$ cat src/rtl/vga_scan_engine.sv
// Parametrised VGA scan engine: pixel-tick prescaler, h/v scan counters, address issue,
// fetch-latency delay line and registered RGB/sync/blank outputs with frame/line strobes.
module vga_scan_engine #(
  parameter int unsigned H_ACTIVE  = 640,
  parameter int unsigned H_FP      = 16,
  parameter int unsigned H_SYNC    = 96,
  parameter int unsigned H_BP      = 48,
  parameter int unsigned V_ACTIVE  = 480,
  parameter int unsigned V_FP      = 10,
  parameter int unsigned V_SYNC    = 2,
  parameter int unsigned V_BP      = 33,
  parameter int unsigned CLK_DIV   = 2,
  parameter int unsigned FETCH_LAT = 1,
  parameter int unsigned COLOR_W   = 1,
  parameter int unsigned X_W       = 11,
  parameter int unsigned Y_W       = 11,
  parameter bit          HS_POL    = 1'b0,
  parameter bit          VS_POL    = 1'b0
) (
  input  logic                   sysclk_i,
  input  logic                   rst_ni,
  input  logic                   en_i,
  input  logic [3*COLOR_W-1:0]   pixel_data_i,
  output logic [X_W+Y_W-1:0]     pixel_addr_o,
  output logic                   pixel_valid_o,
  output logic [COLOR_W-1:0]     vga_r_o,
  output logic [COLOR_W-1:0]     vga_g_o,
  output logic [COLOR_W-1:0]     vga_b_o,
  output logic                   vga_hs_o,
  output logic                   vga_vs_o,
  output logic                   blank_o,
  output logic                   line_start_o,
  output logic                   frame_start_o
);

  localparam int unsigned H_TOTAL  = H_ACTIVE + H_FP + H_SYNC + H_BP;
  localparam int unsigned V_TOTAL  = V_ACTIVE + V_FP + V_SYNC + V_BP;
  localparam int unsigned HS_START = H_ACTIVE + H_FP;
  localparam int unsigned HS_END   = HS_START + H_SYNC;
  localparam int unsigned VS_START = V_ACTIVE + V_FP;
  localparam int unsigned VS_END   = VS_START + V_SYNC;
  localparam int unsigned PW  = (CLK_DIV > 1) ? $clog2(CLK_DIV) : 1;
  // Counters are at least as wide as the address fields so slicing is always legal.
  localparam int unsigned HCW = ($clog2(H_TOTAL) > X_W) ? $clog2(H_TOTAL) : X_W;
  localparam int unsigned VCW = ($clog2(V_TOTAL) > Y_W) ? $clog2(V_TOTAL) : Y_W;
  localparam int unsigned LW  = (FETCH_LAT > 0) ? FETCH_LAT : 1;

  logic [PW-1:0]        presc_q, presc_d;
  logic [HCW-1:0]       h_cnt_q, h_cnt_d;
  logic [VCW-1:0]       v_cnt_q, v_cnt_d;
  logic [X_W+Y_W-1:0]   addr_q, addr_d;
  logic                 valid_q, valid_d;
  logic [LW-1:0]        dl_valid_q, dl_valid_d, dl_hs_q, dl_hs_d, dl_vs_q, dl_vs_d;
  logic [COLOR_W-1:0]   r_q, r_d, g_q, g_d, b_q, b_d;
  logic                 hs_q, hs_d, vs_q, vs_d, blank_q, blank_d;
  logic                 ls_q, ls_d, fs_q, fs_d;
  logic                 tick, valid_c, hs_c, vs_c, dvalid, dhs, dvs;

  assign tick = en_i && (presc_q == PW'(CLK_DIV - 1));

  // Decode of the position being issued on this tick.
  assign valid_c = (h_cnt_q < HCW'(H_ACTIVE)) && (v_cnt_q < VCW'(V_ACTIVE));
  assign hs_c    = (h_cnt_q >= HCW'(HS_START)) && (h_cnt_q < HCW'(HS_END));
  assign vs_c    = (v_cnt_q >= VCW'(VS_START)) && (v_cnt_q < VCW'(VS_END));

  assign dvalid = (FETCH_LAT == 0) ? valid_c : dl_valid_q[LW-1];
  assign dhs    = (FETCH_LAT == 0) ? hs_c    : dl_hs_q[LW-1];
  assign dvs    = (FETCH_LAT == 0) ? vs_c    : dl_vs_q[LW-1];

  always_comb begin
    presc_d    = presc_q;
    h_cnt_d    = h_cnt_q;
    v_cnt_d    = v_cnt_q;
    addr_d     = addr_q;
    valid_d    = valid_q;
    dl_valid_d = dl_valid_q;
    dl_hs_d    = dl_hs_q;
    dl_vs_d    = dl_vs_q;
    r_d        = r_q;
    g_d        = g_q;
    b_d        = b_q;
    hs_d       = hs_q;
    vs_d       = vs_q;
    blank_d    = blank_q;
    ls_d       = tick && (h_cnt_q == '0);
    fs_d       = tick && (h_cnt_q == '0) && (v_cnt_q == '0);
    if (en_i) begin
      presc_d = tick ? '0 : presc_q + 1'b1;
    end
    if (tick) begin
      addr_d  = {v_cnt_q[Y_W-1:0], h_cnt_q[X_W-1:0]};
      valid_d = valid_c;
      if (h_cnt_q == HCW'(H_TOTAL - 1)) begin
        h_cnt_d = '0;
        v_cnt_d = (v_cnt_q == VCW'(V_TOTAL - 1)) ? '0 : v_cnt_q + 1'b1;
      end else begin
        h_cnt_d = h_cnt_q + 1'b1;
      end
      dl_valid_d[0] = valid_c;
      dl_hs_d[0]    = hs_c;
      dl_vs_d[0]    = vs_c;
      for (int i = 1; i < LW; i++) begin
        dl_valid_d[i] = dl_valid_q[i-1];
        dl_hs_d[i]    = dl_hs_q[i-1];
        dl_vs_d[i]    = dl_vs_q[i-1];
      end
      r_d     = dvalid ? pixel_data_i[3*COLOR_W-1:2*COLOR_W] : '0;
      g_d     = dvalid ? pixel_data_i[2*COLOR_W-1:COLOR_W]   : '0;
      b_d     = dvalid ? pixel_data_i[COLOR_W-1:0]           : '0;
      hs_d    = dhs ? HS_POL : ~HS_POL;
      vs_d    = dvs ? VS_POL : ~VS_POL;
      blank_d = ~dvalid;
    end
  end

  always_ff @(posedge sysclk_i or negedge rst_ni) begin
    if (!rst_ni) begin
      presc_q    <= '0;
      h_cnt_q    <= '0;
      v_cnt_q    <= '0;
      addr_q     <= '0;
      valid_q    <= 1'b0;
      dl_valid_q <= '0;
      dl_hs_q    <= '0;
      dl_vs_q    <= '0;
      r_q        <= '0;
      g_q        <= '0;
      b_q        <= '0;
      hs_q       <= ~HS_POL;
      vs_q       <= ~VS_POL;
      blank_q    <= 1'b1;
      ls_q       <= 1'b0;
      fs_q       <= 1'b0;
    end else begin
      presc_q    <= presc_d;
      h_cnt_q    <= h_cnt_d;
      v_cnt_q    <= v_cnt_d;
      addr_q     <= addr_d;
      valid_q    <= valid_d;
      dl_valid_q <= dl_valid_d;
      dl_hs_q    <= dl_hs_d;
      dl_vs_q    <= dl_vs_d;
      r_q        <= r_d;
      g_q        <= g_d;
      b_q        <= b_d;
      hs_q       <= hs_d;
      vs_q       <= vs_d;
      blank_q    <= blank_d;
      ls_q       <= ls_d;
      fs_q       <= fs_d;
    end
  end

  assign pixel_addr_o  = addr_q;
  assign pixel_valid_o = valid_q;
  assign vga_r_o       = r_q;
  assign vga_g_o       = g_q;
  assign vga_b_o       = b_q;
  assign vga_hs_o      = hs_q;
  assign vga_vs_o      = vs_q;
  assign blank_o       = blank_q;
  assign line_start_o  = ls_q;
  assign frame_start_o = fs_q;

endmodule

$ cat config.mk
export PLATFORM = sky130hd
export DESIGN_NAME = vga_scan_engine
export DESIGN_NICKNAME = d
export VERILOG_FILES = /design/src/rtl/vga_scan_engine.sv
export SDC_FILE = /design/constraint.sdc
export NUM_CORES = 1
export LEC_CHECK = 0
export CAP_MARGIN = 20
export CORE_MARGIN = 2
export CORE_UTILIZATION = 57
export DETAILED_ROUTE_END_ITERATION = 8
export PLACE_DENSITY = 0.92
export SYNTH_ARGS = -nofsm -noshare
export SYNTH_HDL_FRONTEND = slang
export SYNTH_SLANG_ARGS = --single-unit
$ cat constraint.sdc
create_clock -name sysclk_i -period 5.6 [get_ports sysclk_i]
set_input_delay 1.12 -clock sysclk_i [delete_from_list [all_inputs] [get_ports sysclk_i]]
set_output_delay 1.12 -clock sysclk_i [all_outputs]
set_load 0.02 [all_outputs]
==> metrics.md <==
| Metric | Value |
|---|---|
| Count of final hold-check violations | `0` |
| Antenna cells | `0` |
| DRC viols | `0` |
| CP Buf/Inv Count | `1` |
| Reg-to-Reg End | `v_cnt_q[9]$_DFFE_PN0P_` |
| FFs w/ async S/R, synth | `100%` |
| Wirelength per Cell | `15.8 um` |
| FILL cells | `297` |
| DRT Pass-1 Iters | `4` |
| Crit Path Max Fanout | `6` |
| # clock sinks | `56` |
| Cells after synthesis | `223` |
| Clock power frac | `21.8%` |
| Via count | `1796` |
| Antenna-violating nets left | `0` |
| Logic pwr share | `28.5%` |
| H-tree depth | `2` |
| Post_cts resized | `0` |
| Area of the multi-input gates | `1010 sq um` |
| Largest stage delay, worst path | `0.69 ns` |
| Die H | `69.9 um` |
| Synthesized cell area | `2470 sq um` |
| Worst Reg-to-Reg Cells | `4` |
| Yosys reg bits | `56` |
| RSZ-0062 raised after global routing | `false` |
| Setup TNS | `0 ns` |
| Int Pwr | `0.000732 W` |
| R2R setup slack | `3.37 ns` |
| Placed inst area | `2870 sq um` |
| Worst hold path cell count | `1` |
| Max Slew Vio Count | `0` |
| Run status | `completed` |
| Initial DRC Count | `115` |
| Sw Ratio | `31.7%` |
| GPL Wtd Cong | `0.863` |
| Core area | `4090 sq um` |
| Worst Path Arrival | `2.93 ns` |
| Worst-skew pair later-pin latency | `0.30 ns` |
| Die Wd | `69.9 um` |
| Count of cell types in the netlist | `38` |
| Antenna violations before repair | `0` |
| Max layer used | `met4` |
| CTS tree | `yes` |
| Vias in the first global route | `1744` |
| CTS Root Cell | `clkbuf_8` |
| Static leakage | `1.37 nW` |
| Wl on met1 | `2200 um` |
| Hold EP | `vga_vs_o$_DFFE_PN1P_` |
| Die area | `4880 sq um` |
| Setup Buffers After CTS | `0` |
| Clock transition at path regs | `0.09 ns` |
| Ys Warns | `0` |
| IO buf count | `36` |
| Vias per inst | `5.83` |
| Routed wl met2 | `2280 um` |
| Largest net degree at the start of global routing | `57` |
| Reg power frac | `49.6%` |
| HP Start | `dl_vs_q$_DFFE_PN0P_` |
| Clock buffer depth | `2` |
| CTS buffer count | `5` |
| Delay-heaviest family, CP | `simple AND/OR/NAND/NOR gates` |
| Tcrit/Tclk final | `48.1%` |
| GRT Residual Overflow | `0` |
| Mean Syn Cell Area | `11.1 sq um` |
| Routed WL | `4860 um` |
| Max Fclk | `371 MHz` |
| Worst Tran Pin Value | `0.670 ns` |
| Reg-to-reg critical path startpoint | `h_cnt_q[5]$_DFFE_PN0P_` |
| Crit start category | `input port` |
| Area Growth Syn to Fin | `19.9%` |
| Top_reg_cell synth | `dfrtp_1` |
| Worst hold path type | `register to register` |
| Register area | `1410 sq um` |
| Crit path max-delay cell type | `or4_1` |
| Worst vdd ir | `195 uV` |
| Worst path required time | `5.84 ns` |
| Cells along the critical path | `clkdlybuf4s50_1 > nand2_1 > or4_1 > nor2_2 > a32o_1` |
| Share of cells above drive strength 1 | `14.0%` |
| Crit end category | `register` |
| Nets | `267` |
| Seq/Total Area, Yosys | `56.8%` |
| Final setup vio count | `0` |
| Boundary Pins | `37` |
| Post-route cell area | `2970 sq um` |
| Post-synth EDFFs | `0` |
| Hold_ws | `0.451 ns` |
| Met3 WL | `339 um` |
| Final HPWL from detailed placement | `3310 um` |
| Net count after synthesis | `233` |
| Worst rel slew slack | `55.3%` |
| First-pass GRT wire length | `8470 um` |
| Pwr Density | `361 nW/um^2` |
| Net Sw Power | `0.000340 W` |
| Total track usage | `21.5%` |
| Row Count | `23` |
| Core Util, Final | `72.6%` |
| Initial Util | `60.6%` |
| Max-Cap Viols | `0` |
| Worst setup path category | `input port to register` |
| Worst Clk Skew | `0.00993 ns` |
| Hold_buf cts | `0` |
| Final min period | `2.70 ns` |
-- Yosys cell counts (2+ instances only) --
| cell | n | area (sq um) |
|---|---|---|
| mux2_2 | 18 | 203 |
| xnor2_1 | 6 | 52.6 |
| nor4_1 | 2 | 12.5 |
| o21ai_0 | 21 | 105 |
| clkbuf_1 | 10 | 37.5 |
| nand2b_1 | 2 | 12.5 |
| inv_1 | 4 | 15.0 |
| xor2_1 | 6 | 52.6 |
| a22o_1 | 3 | 26.3 |
| dfrtp_1 | 53 | 1330 |
| nor2_1 | 10 | 37.5 |
| nor3_1 | 7 | 35.0 |
| and3_1 | 7 | 43.8 |
| buf_2 | 2 | 10.0 |
| nand4_1 | 4 | 25.0 |
| o41ai_1 | 2 | 17.5 |
| and4_1 | 3 | 26.3 |
| nand3_1 | 9 | 45.0 |
| nand2_1 | 28 | 105 |
| dfstp_2 | 3 | 78.8 |
| ha_1 | 4 | 50.1 |
| a21o_1 | 2 | 15.0 |
| or4_1 | 2 | 15.0 |
-- state kept, by name, summed over array words and instances (netlist names) --
signal,cells
line_start_o,1
pixel_addr_o,22
dhs,1
vga_g_o,1
vga_vs_o,1
presc_q,1
v_cnt_q,11
vga_r_o,1
dl_vs_q,1
vga_hs_o,1
vga_b_o,1
blank_o,1
dl_valid_q,1
h_cnt_q,11
frame_start_o,1
-- power by group through the flow --
| stage | clock (W) | sequential [W] | combinational [W] |
|---|---|---|---|
| floorplan | 0 | 0.000585 | 0.000126 |
| global placement | 0 | 0.000534 | 0.000300 |
| detailed placement | 0 | 0.000540 | 0.000309 |
| CTS | 0.000236 | 0.000533 | 0.000310 |
| global route | 0.000254 | 0.000544 | 0.000337 |
| finish | 0.000234 | 0.000532 | 0.000306 |
-- metrics by stage --
stage / total power [W] / setup WS, ns / std cells
2_1_floorplan: 0.000711 / 3.24 / 223
3_3_place_gp: 0.000835 / 2.65 / 300
3_5_place_dp: 0.000849 / 2.61 / 300
4_1_cts: 0.00108 / 2.93 / 308
5_1_grt: 0.00114 / 2.84 / 308
6_report: 0.00107 / 2.90 / 308
-- routing by layer --
metal | up-vias | track usage [%]
met1 | 862 | 32.0
met4 | 0 | 8.12
met2 | 75 | 31.5
met5 | - | 0
met3 | 2 | 4.18
li1 | 857 | -
-- cell usage in the layout (no fill, tap or decap), types with 3 or more instances in the layout --
cell,count
and3_1,7
and4_1,3
nand2_1,28
nor3_1,7
inv_1,4
nor2_1,10
mux2_2,18
xor2_1,6
a22o_1,3
dfstp_2,3
ha_1,4
clkdlybuf4s50_1,35
nand3_1,9
xnor2_1,6
o21ai_0,21
buf_4,3
nand4_1,4
dfrtp_1,53
clkbuf_8,7
-- how the worst max path moves through the flow --
| stage | from | endpoint | slack (ns) | depth (start not counted) |
|---|---|---|---|---|
| final | en_i | v_cnt_q[9]$_DFFE_PN0P_ | 2.90 | 5 |
| after global routing | en_i | v_cnt_q[9]$_DFFE_PN0P_ | 2.84 | 5 |
| after CTS | en_i | v_cnt_q[9]$_DFFE_PN0P_ | 2.93 | 5 |
| after detailed placement | en_i | v_cnt_q[9]$_DFFE_PN0P_ | 2.61 | 5 |
| after global placement | en_i | v_cnt_q[9]$_DFFE_PN0P_ | 2.65 | 5 |
| after floorplan | en_i | pixel_addr_o[10]$_DFFE_PN0P_ | 3.24 | 4 |
-- cell families after synthesis --
logic type	share of synthesized area, %
mux	8.59
flops	56.8
simple gates	18.0
xor+xnor	4.25
fa+ha+maj	2.02
buf+inv	2.53
compound gates	7.84
-- final cells by class --
| cell class | count | share of cell area, % |
|---|---|---|
| inverter | 4 | 0.506 |
| tap | 50 | 2.11 |
| timing repair buffer | 39 | 12.7 |
| multi-input combinational | 151 | 33.9 |
| sequential | 56 | 47.3 |
| clock buffer | 8 | 3.37 |
Power figures use the tool's default switching activity.
